**config.mk**
```make
export PLATFORM = sky130hd
export DESIGN_NAME = axis2avst_tx_arb
export DESIGN_NICKNAME = d
export VERILOG_FILES = /design/src/rtl/hssi_axis_arb_pkg.sv /design/src/rtl/tkeep_msb_enc.sv /design/src/rtl/axis2avst_tx_arb.sv
export SDC_FILE = /design/constraint.sdc
export NUM_CORES = 2
export LEC_CHECK = 0
export ABC_AREA = 1
export CAP_MARGIN = 10
export CORE_AREA = 4 4 685 687
export CTS_BUF_LIST = sky130_fd_sc_hd__clkbuf_4
export CTS_CLUSTER_DIAMETER = 40
export DETAILED_ROUTE_END_ITERATION = 7
export DIE_AREA = 0 0 689 691
export PLACE_DENSITY = 0.33
export SYNTH_ARGS = -nofsm -noshare
export SYNTH_HDL_FRONTEND = slang
export SYNTH_SLANG_ARGS = --single-unit
```
**constraint.sdc**
```tcl
create_clock -name clk -period 5.2 [get_ports clk]
set_clock_uncertainty 0.2 [all_clocks]
set_input_delay 1.3 -clock clk [delete_from_list [all_inputs] [get_ports clk]]
set_output_delay 1.3 -clock clk [all_outputs]
set_load 0.05 [all_outputs]
```
**src/rtl/hssi_axis_arb_pkg.sv**
```systemverilog
// Shared types and defaults for the AXI4-Stream to Avalon-ST TX arbiter.
// Holds the arbiter state enum, width defaults and a reference empty helper.
package hssi_axis_arb_pkg;

  localparam int DATA_W_DEF     = 512;
  localparam int NUM_BYTES_DEF  = DATA_W_DEF / 8;
  localparam int EMPTY_BITS_DEF = 6;

  typedef enum logic [1:0] {
    IDLE = 2'd0,
    OWN0 = 2'd1,
    OWN1 = 2'd2
  } arb_state_t;

  // Unused byte count of a beat: only eop beats carry a nonzero value,
  // and only the highest set keep bit matters.
  function automatic logic [EMPTY_BITS_DEF-1:0] keep_to_empty(
    input logic [NUM_BYTES_DEF-1:0] keep,
    input logic                     last
  );
    logic [EMPTY_BITS_DEF-1:0] e;
    e = '0;
    if (last) begin
      for (int i = 0; i < NUM_BYTES_DEF; i++) begin
        if (keep[i]) begin
          e = EMPTY_BITS_DEF'(NUM_BYTES_DEF - 1 - i);
        end
      end
    end
    return e;
  endfunction

endpackage

```
**src/rtl/tkeep_msb_enc.sv**
```systemverilog
// Highest-set-bit priority encoder for a tkeep vector.
// Ports: keep in; idx = index of highest set bit; any = some bit set.
module tkeep_msb_enc #(
  parameter int N  = 64,
  parameter int IW = (N > 1) ? $clog2(N) : 1
) (
  input  logic [N-1:0]  keep,
  output logic [IW-1:0] idx,
  output logic          any
);

  always_comb begin
    idx = '0;
    any = |keep;
    for (int i = 0; i < N; i++) begin
      if (keep[i]) begin
        idx = IW'(i);
      end
    end
  end

endmodule

```
**src/rtl/axis2avst_tx_arb.sv**
```systemverilog
// Packet-level round-robin merge of two AXI4-Stream TX sources onto one
// Avalon-ST MAC TX port. Ports: s0_*/s1_* AXIS sinks, avst_* source,
// pkt_cnt0/1 eop counters per requester, clk with sync active-high rst.
module axis2avst_tx_arb
  import hssi_axis_arb_pkg::*;
#(
  parameter int DATA_W     = DATA_W_DEF,
  parameter int EMPTY_BITS = EMPTY_BITS_DEF,
  parameter int USER_W     = 1,
  parameter int NUM_BYTES  = DATA_W / 8
) (
  input  logic                  clk,
  input  logic                  rst,

  input  logic [DATA_W-1:0]     s0_tdata,
  input  logic [NUM_BYTES-1:0]  s0_tkeep,
  input  logic                  s0_tvalid,
  input  logic                  s0_tlast,
  input  logic [USER_W-1:0]     s0_tuser,
  output logic                  s0_tready,

  input  logic [DATA_W-1:0]     s1_tdata,
  input  logic [NUM_BYTES-1:0]  s1_tkeep,
  input  logic                  s1_tvalid,
  input  logic                  s1_tlast,
  input  logic [USER_W-1:0]     s1_tuser,
  output logic                  s1_tready,

  output logic [DATA_W-1:0]     avst_data,
  output logic                  avst_valid,
  output logic                  avst_sop,
  output logic                  avst_eop,
  output logic [EMPTY_BITS-1:0] avst_empty,
  output logic [USER_W-1:0]     avst_error,
  input  logic                  avst_ready,

  output logic [31:0]           pkt_cnt0,
  output logic [31:0]           pkt_cnt1
);

  localparam int IW = (NUM_BYTES > 1) ? $clog2(NUM_BYTES) : 1;

  arb_state_t state, state_nxt;
  logic       rr, rr_nxt;
  logic       first;

  logic                  load;
  logic                  sel;
  logic                  acc;
  logic                  acc_last;
  logic [DATA_W-1:0]     m_data;
  logic [NUM_BYTES-1:0]  m_keep;
  logic                  m_last;
  logic [USER_W-1:0]     m_user;
  logic [IW-1:0]         msb_idx;
  logic                  msb_any;
  logic [EMPTY_BITS-1:0] empty_c;

  // Output register can take a beat when empty or draining this cycle.
  assign load      = ~avst_valid | avst_ready;
  assign s0_tready = (state == OWN0) & load;
  assign s1_tready = (state == OWN1) & load;

  assign sel    = (state == OWN1);
  assign m_data = sel ? s1_tdata  : s0_tdata;
  assign m_keep = sel ? s1_tkeep  : s0_tkeep;
  assign m_last = sel ? s1_tlast  : s0_tlast;
  assign m_user = sel ? s1_tuser  : s0_tuser;

  assign acc = (s0_tvalid & s0_tready)
             | (s1_tvalid & s1_tready);
  assign acc_last = acc & m_last;

  tkeep_msb_enc #(
    .N  (NUM_BYTES),
    .IW (IW)
  ) u_msb_enc (
    .keep (m_keep),
    .idx  (msb_idx),
    .any  (msb_any)
  );

  always_comb begin
    empty_c = '0;
    if (msb_any) begin
      empty_c = EMPTY_BITS'(NUM_BYTES - 1 - int'(msb_idx));
    end
  end

  // On a tlast acceptance the finishing requester's tvalid belongs to the
  // beat just consumed, so it is not treated as a fresh request; the other
  // side wins if valid, else the grant is released to IDLE.
  always_comb begin
    state_nxt = state;
    rr_nxt    = rr;
    unique case (state)
      IDLE: begin
        if (s0_tvalid && s1_tvalid) begin
          state_nxt = rr ? OWN1 : OWN0;
        end else if (s0_tvalid) begin
          state_nxt = OWN0;
        end else if (s1_tvalid) begin
          state_nxt = OWN1;
        end
      end
      OWN0: begin
        if (acc_last) begin
          rr_nxt    = 1'b1;
          state_nxt = s1_tvalid ? OWN1 : IDLE;
        end
      end
      OWN1: begin
        if (acc_last) begin
          rr_nxt    = 1'b0;
          state_nxt = s0_tvalid ? OWN0 : IDLE;
        end
      end
      default: begin
        state_nxt = IDLE;
      end
    endcase
  end

  always_ff @(posedge clk) begin
    if (rst) begin
      state      <= IDLE;
      rr         <= 1'b0;
      first      <= 1'b1;
      avst_valid <= 1'b0;
      avst_sop   <= 1'b0;
      avst_eop   <= 1'b0;
      avst_empty <= '0;
      avst_error <= '0;
      avst_data  <= '0;
      pkt_cnt0   <= '0;
      pkt_cnt1   <= '0;
    end else begin
      state <= state_nxt;
      rr    <= rr_nxt;
      if (acc) begin
        first <= m_last;
      end
      if (load) begin
        avst_valid <= acc;
        if (acc) begin
          avst_data  <= m_data;
          avst_sop   <= first;
          avst_eop   <= m_last;
          avst_empty <= m_last ? empty_c : '0;
          avst_error <= m_last ? m_user : '0;
        end
      end
      if (acc_last && !sel) begin
        pkt_cnt0 <= pkt_cnt0 + 32'd1;
      end
      if (acc_last && sel) begin
        pkt_cnt1 <= pkt_cnt1 + 32'd1;
      end
    end
  end

endmodule

```
==> reports/metrics.cfg <==
[outcome]
run_status = complete, no violations

[detailed_routing]
ant_nets = 0
wire_per_inst_um = 30.3
drc = 0
drt_iter0_markers = 2812
drt_wl_total_mm = 359
via_per_inst = 3.08
vias = 36600
firstDrtPassIters = 6

[power]
leakage_nw = 19.0
ir_drop_mv = 0.358
powerDensity_mw_per_mm2 = 491
power.total_mw = 26.9

[yosys]
ys_types = 43
synth-compound-area-share_pct = 24.8
synthMuxAreaShare_pct = 2.25
syn_nets = 4728
ys_ff_latch = 590
yosysWarnings = 0
synthFlopType = dfxtp_1
netlist_instances = 3565
yosysSeqAreaShare_pct = 45.8
synth-edff-count = 0
synthArstFlopShare_pct = 0
netlist_area_mm2 = 0.0258
synthTopCellsByCount = nand2_1, dfxtp_1, o21ai_0
synthAdderAreaFrac_pct = 0.0971
syn-mean-instance-area_um2 = 7.23
synth.area.top_cells = dfxtp_1, nand2_1, a31oi_1
synth.top_cell.area_share_pct = 45.8
synth_xor_area_share_pct = 0
synth_top_family_by_area = compound AO/OA/AOI/OAI gates
synthSimpleGateAreaFrac_pct = 21.0
synth.most_common_cell = nand2_1
synth.largest_area_cell = dfxtp_1

[setup_path]
regToRegStartpoint = state[0]
crit_fanout = 2
crit_start = s0_tkeep[1]
cp-end-kind = flip-flop
crit_required_ns = 6.06
path_delay_family = simple AND/OR/NAND/NOR gates
cp.buffers_inverters = 1
cpMostUsedCell = nand2_1
worst_setup_path_start_kind = input pin
cp_slowest_cell = clkdlybuf4s50_1
arrival_ns = 5.85
critPathMaxStageDelay_ns = 0.54
criticalPathCategory = input pin to flip-flop

[floorplanning]
start_util_pct = 5.57
die_w_um = 689
core.rowCount = 250
die_area_mm2 = 0.476
die_h_um = 691
core_area_mm2 = 0.463
boundaryPins = 1749

[cells_and_area]
final_util_pct = 11.8
nets = 6616
multi_input_comb_area_mm2 = 0.0125
num-fill-cells = 54000
drive_above_1_share_pct = 8.94
seq_area_mm2 = 0.0118
syn2layout_area_growth_pct = 113

[clock_network]
clk_latency_ns = 1.28
ctsLongestPathBuffers = 4
cts_tree = done
cts_sinks = 590
numCtsBuffers = 214
path_clk_slew_ns = 0.06
htreeDepth = 4
root_buffer = clkbuf_4

[global_route]
grt_max_degree = 169
antenna_found_initial = 388
grt_pass1_wl_mm = 435
grt.total_usage_pct = 14.4
grt_pass1_vias = 35000
overflow = 0

[timing]
finalSetupViolCount = 0
drv_slew = 0
fmax_mhz = 200
post-route-period-util_pct = 95.9
relSlewSlack_pct = 24.6
finalSetupTns_ns = 0
layout_setup_ws_ns = 0.211
period_minus_slack_ns = 4.99
hold_viol = 0
rsz0062_at_grt = true
tightestPinTransition_ns = 1.13

[worst_hold_path]
min-delay-start = avst_eop
hold_class = flip-flop to flip-flop

[placed_design]
gp_congestion = 0.949
dp_hpwl_mm = 316
dp_slack_ns = -1.67
io_buffers = 1748

[run]
cap_violations = 0

-- flip-flops by register name (all words and copies together) (netlist names) --
| name | cells |
|---|---|
| pkt_cnt0 | 32 |
| avst_error | 1 |
| avst_empty | 6 |
| first | 1 |
| avst_sop | 1 |
| pkt_cnt1 | 32 |
| avst_data | 512 |
| rr | 1 |
| avst_eop | 1 |
| state | 2 |
| avst_valid | 1 |
-- per-stage QoR --
step,instance area (um2),hold slack (ns),instances
after CTS,54500,0.00719,11800
after detailed placement,50900,0.263,11300
after global placement,50900,0.257,11300
final,54800,0.269,11900
after floorplan,25800,0.243,3565
after global routing,54600,0.149,11800
-- placed cells by master, fill, tap and decap left out, types with 3 or more instances in the layout --
master | netlist | layout
nand2_1 | 1197 | 1183
inv_8 | 0 | 4
buf_12 | 3 | 11
nand2_4 | 1 | 4
dlygate4sd3_1 | 0 | 92
o211ai_1 | 3 | 3
o21ai_0 | 544 | 544
clkbuf_4 | 1 | 299
a21oi_1 | 58 | 58
buf_4 | 0 | 122
a31oi_1 | 516 | 516
clkinv_4 | 0 | 5
nor3_1 | 29 | 28
clkdlybuf4s50_1 | 0 | 1744
o21ai_1 | 6 | 6
nand3_1 | 29 | 29
nor3_2 | 3 | 4
nor3b_1 | 4 | 4
nand4_1 | 7 | 7
nor2_1 | 93 | 92
inv_1 | 79 | 78
nor2_2 | 5 | 6
mux2i_1 | 58 | 57
nor4_1 | 5 | 5
clkinv_2 | 0 | 5
clkinv_1 | 1 | 50
diode_2 | 0 | 105
dfxtp_1 | 590 | 588
nand2_2 | 3 | 12
o21a_1 | 7 | 7
inv_2 | 7 | 5
-- worst register-to-register path: cells and delay by family, from the launching register on --
kind | cells | cell delay [ns]
flip-flops | 1 | 0.33
buffers and inverters | 2 | 0.23
AND/OR/NAND/NOR | 62 | 3.82
AO/OA/AOI/OAI | 2 | 0.23
-- final timing paths --
kind / end / slack (ns) / cells past startpoint
max reg2reg: avst_empty[0] / 0.24 / 66
max: avst_empty[0] / 0.21 / 66
min reg2reg: avst_eop / 0.27 / 2
min: avst_eop / 0.27 / 2
-- routing by layer --
metal,wire (um),up-vias,GRT usage (%)
li1,-,16300,-
met1,140000,17100,16.5
met2,164000,2124,23.5
met3,45000,875,7.61
met4,9680,212,3.43
met5,1370,-,0
-- kinds of logic after synthesis --
logic type / Yosys count
simple gates: 1387
compound gates: 1141
mux: 58
fa+ha+maj: 2
buf+inv: 387
flops: 590
-- power by group --
group	internal (mW)	leakage (nW)	switching, mW
registers	5.83	4.82	0.726
clock network	2.74	1.55	2.72
logic	4.43	12.7	10.5
-- layout make-up --
| cell class | instances | area share (%) |
|---|---|---|
| sequential | 590 | 21.5 |
| tap | 6174 | 14.1 |
| clock inverter | 66 | 0.671 |
| multi-input combinational | 2588 | 22.9 |
| clock buffer | 299 | 4.09 |
| inverter | 87 | 0.627 |
| timing repair buffer | 1972 | 35.6 |
| antenna | 105 | 0.479 |
-- timing repair --
action	in CTS	in global routing
hold buffers	92	0
gates resized for setup	14	16
hold endpoints to repair	79	0
endpoints found under the setup margin	1	2
buffers inserted	0	3
pin swaps	1	5
gates cloned	0	0
Note: power is estimated with default switching activity, not from simulation.
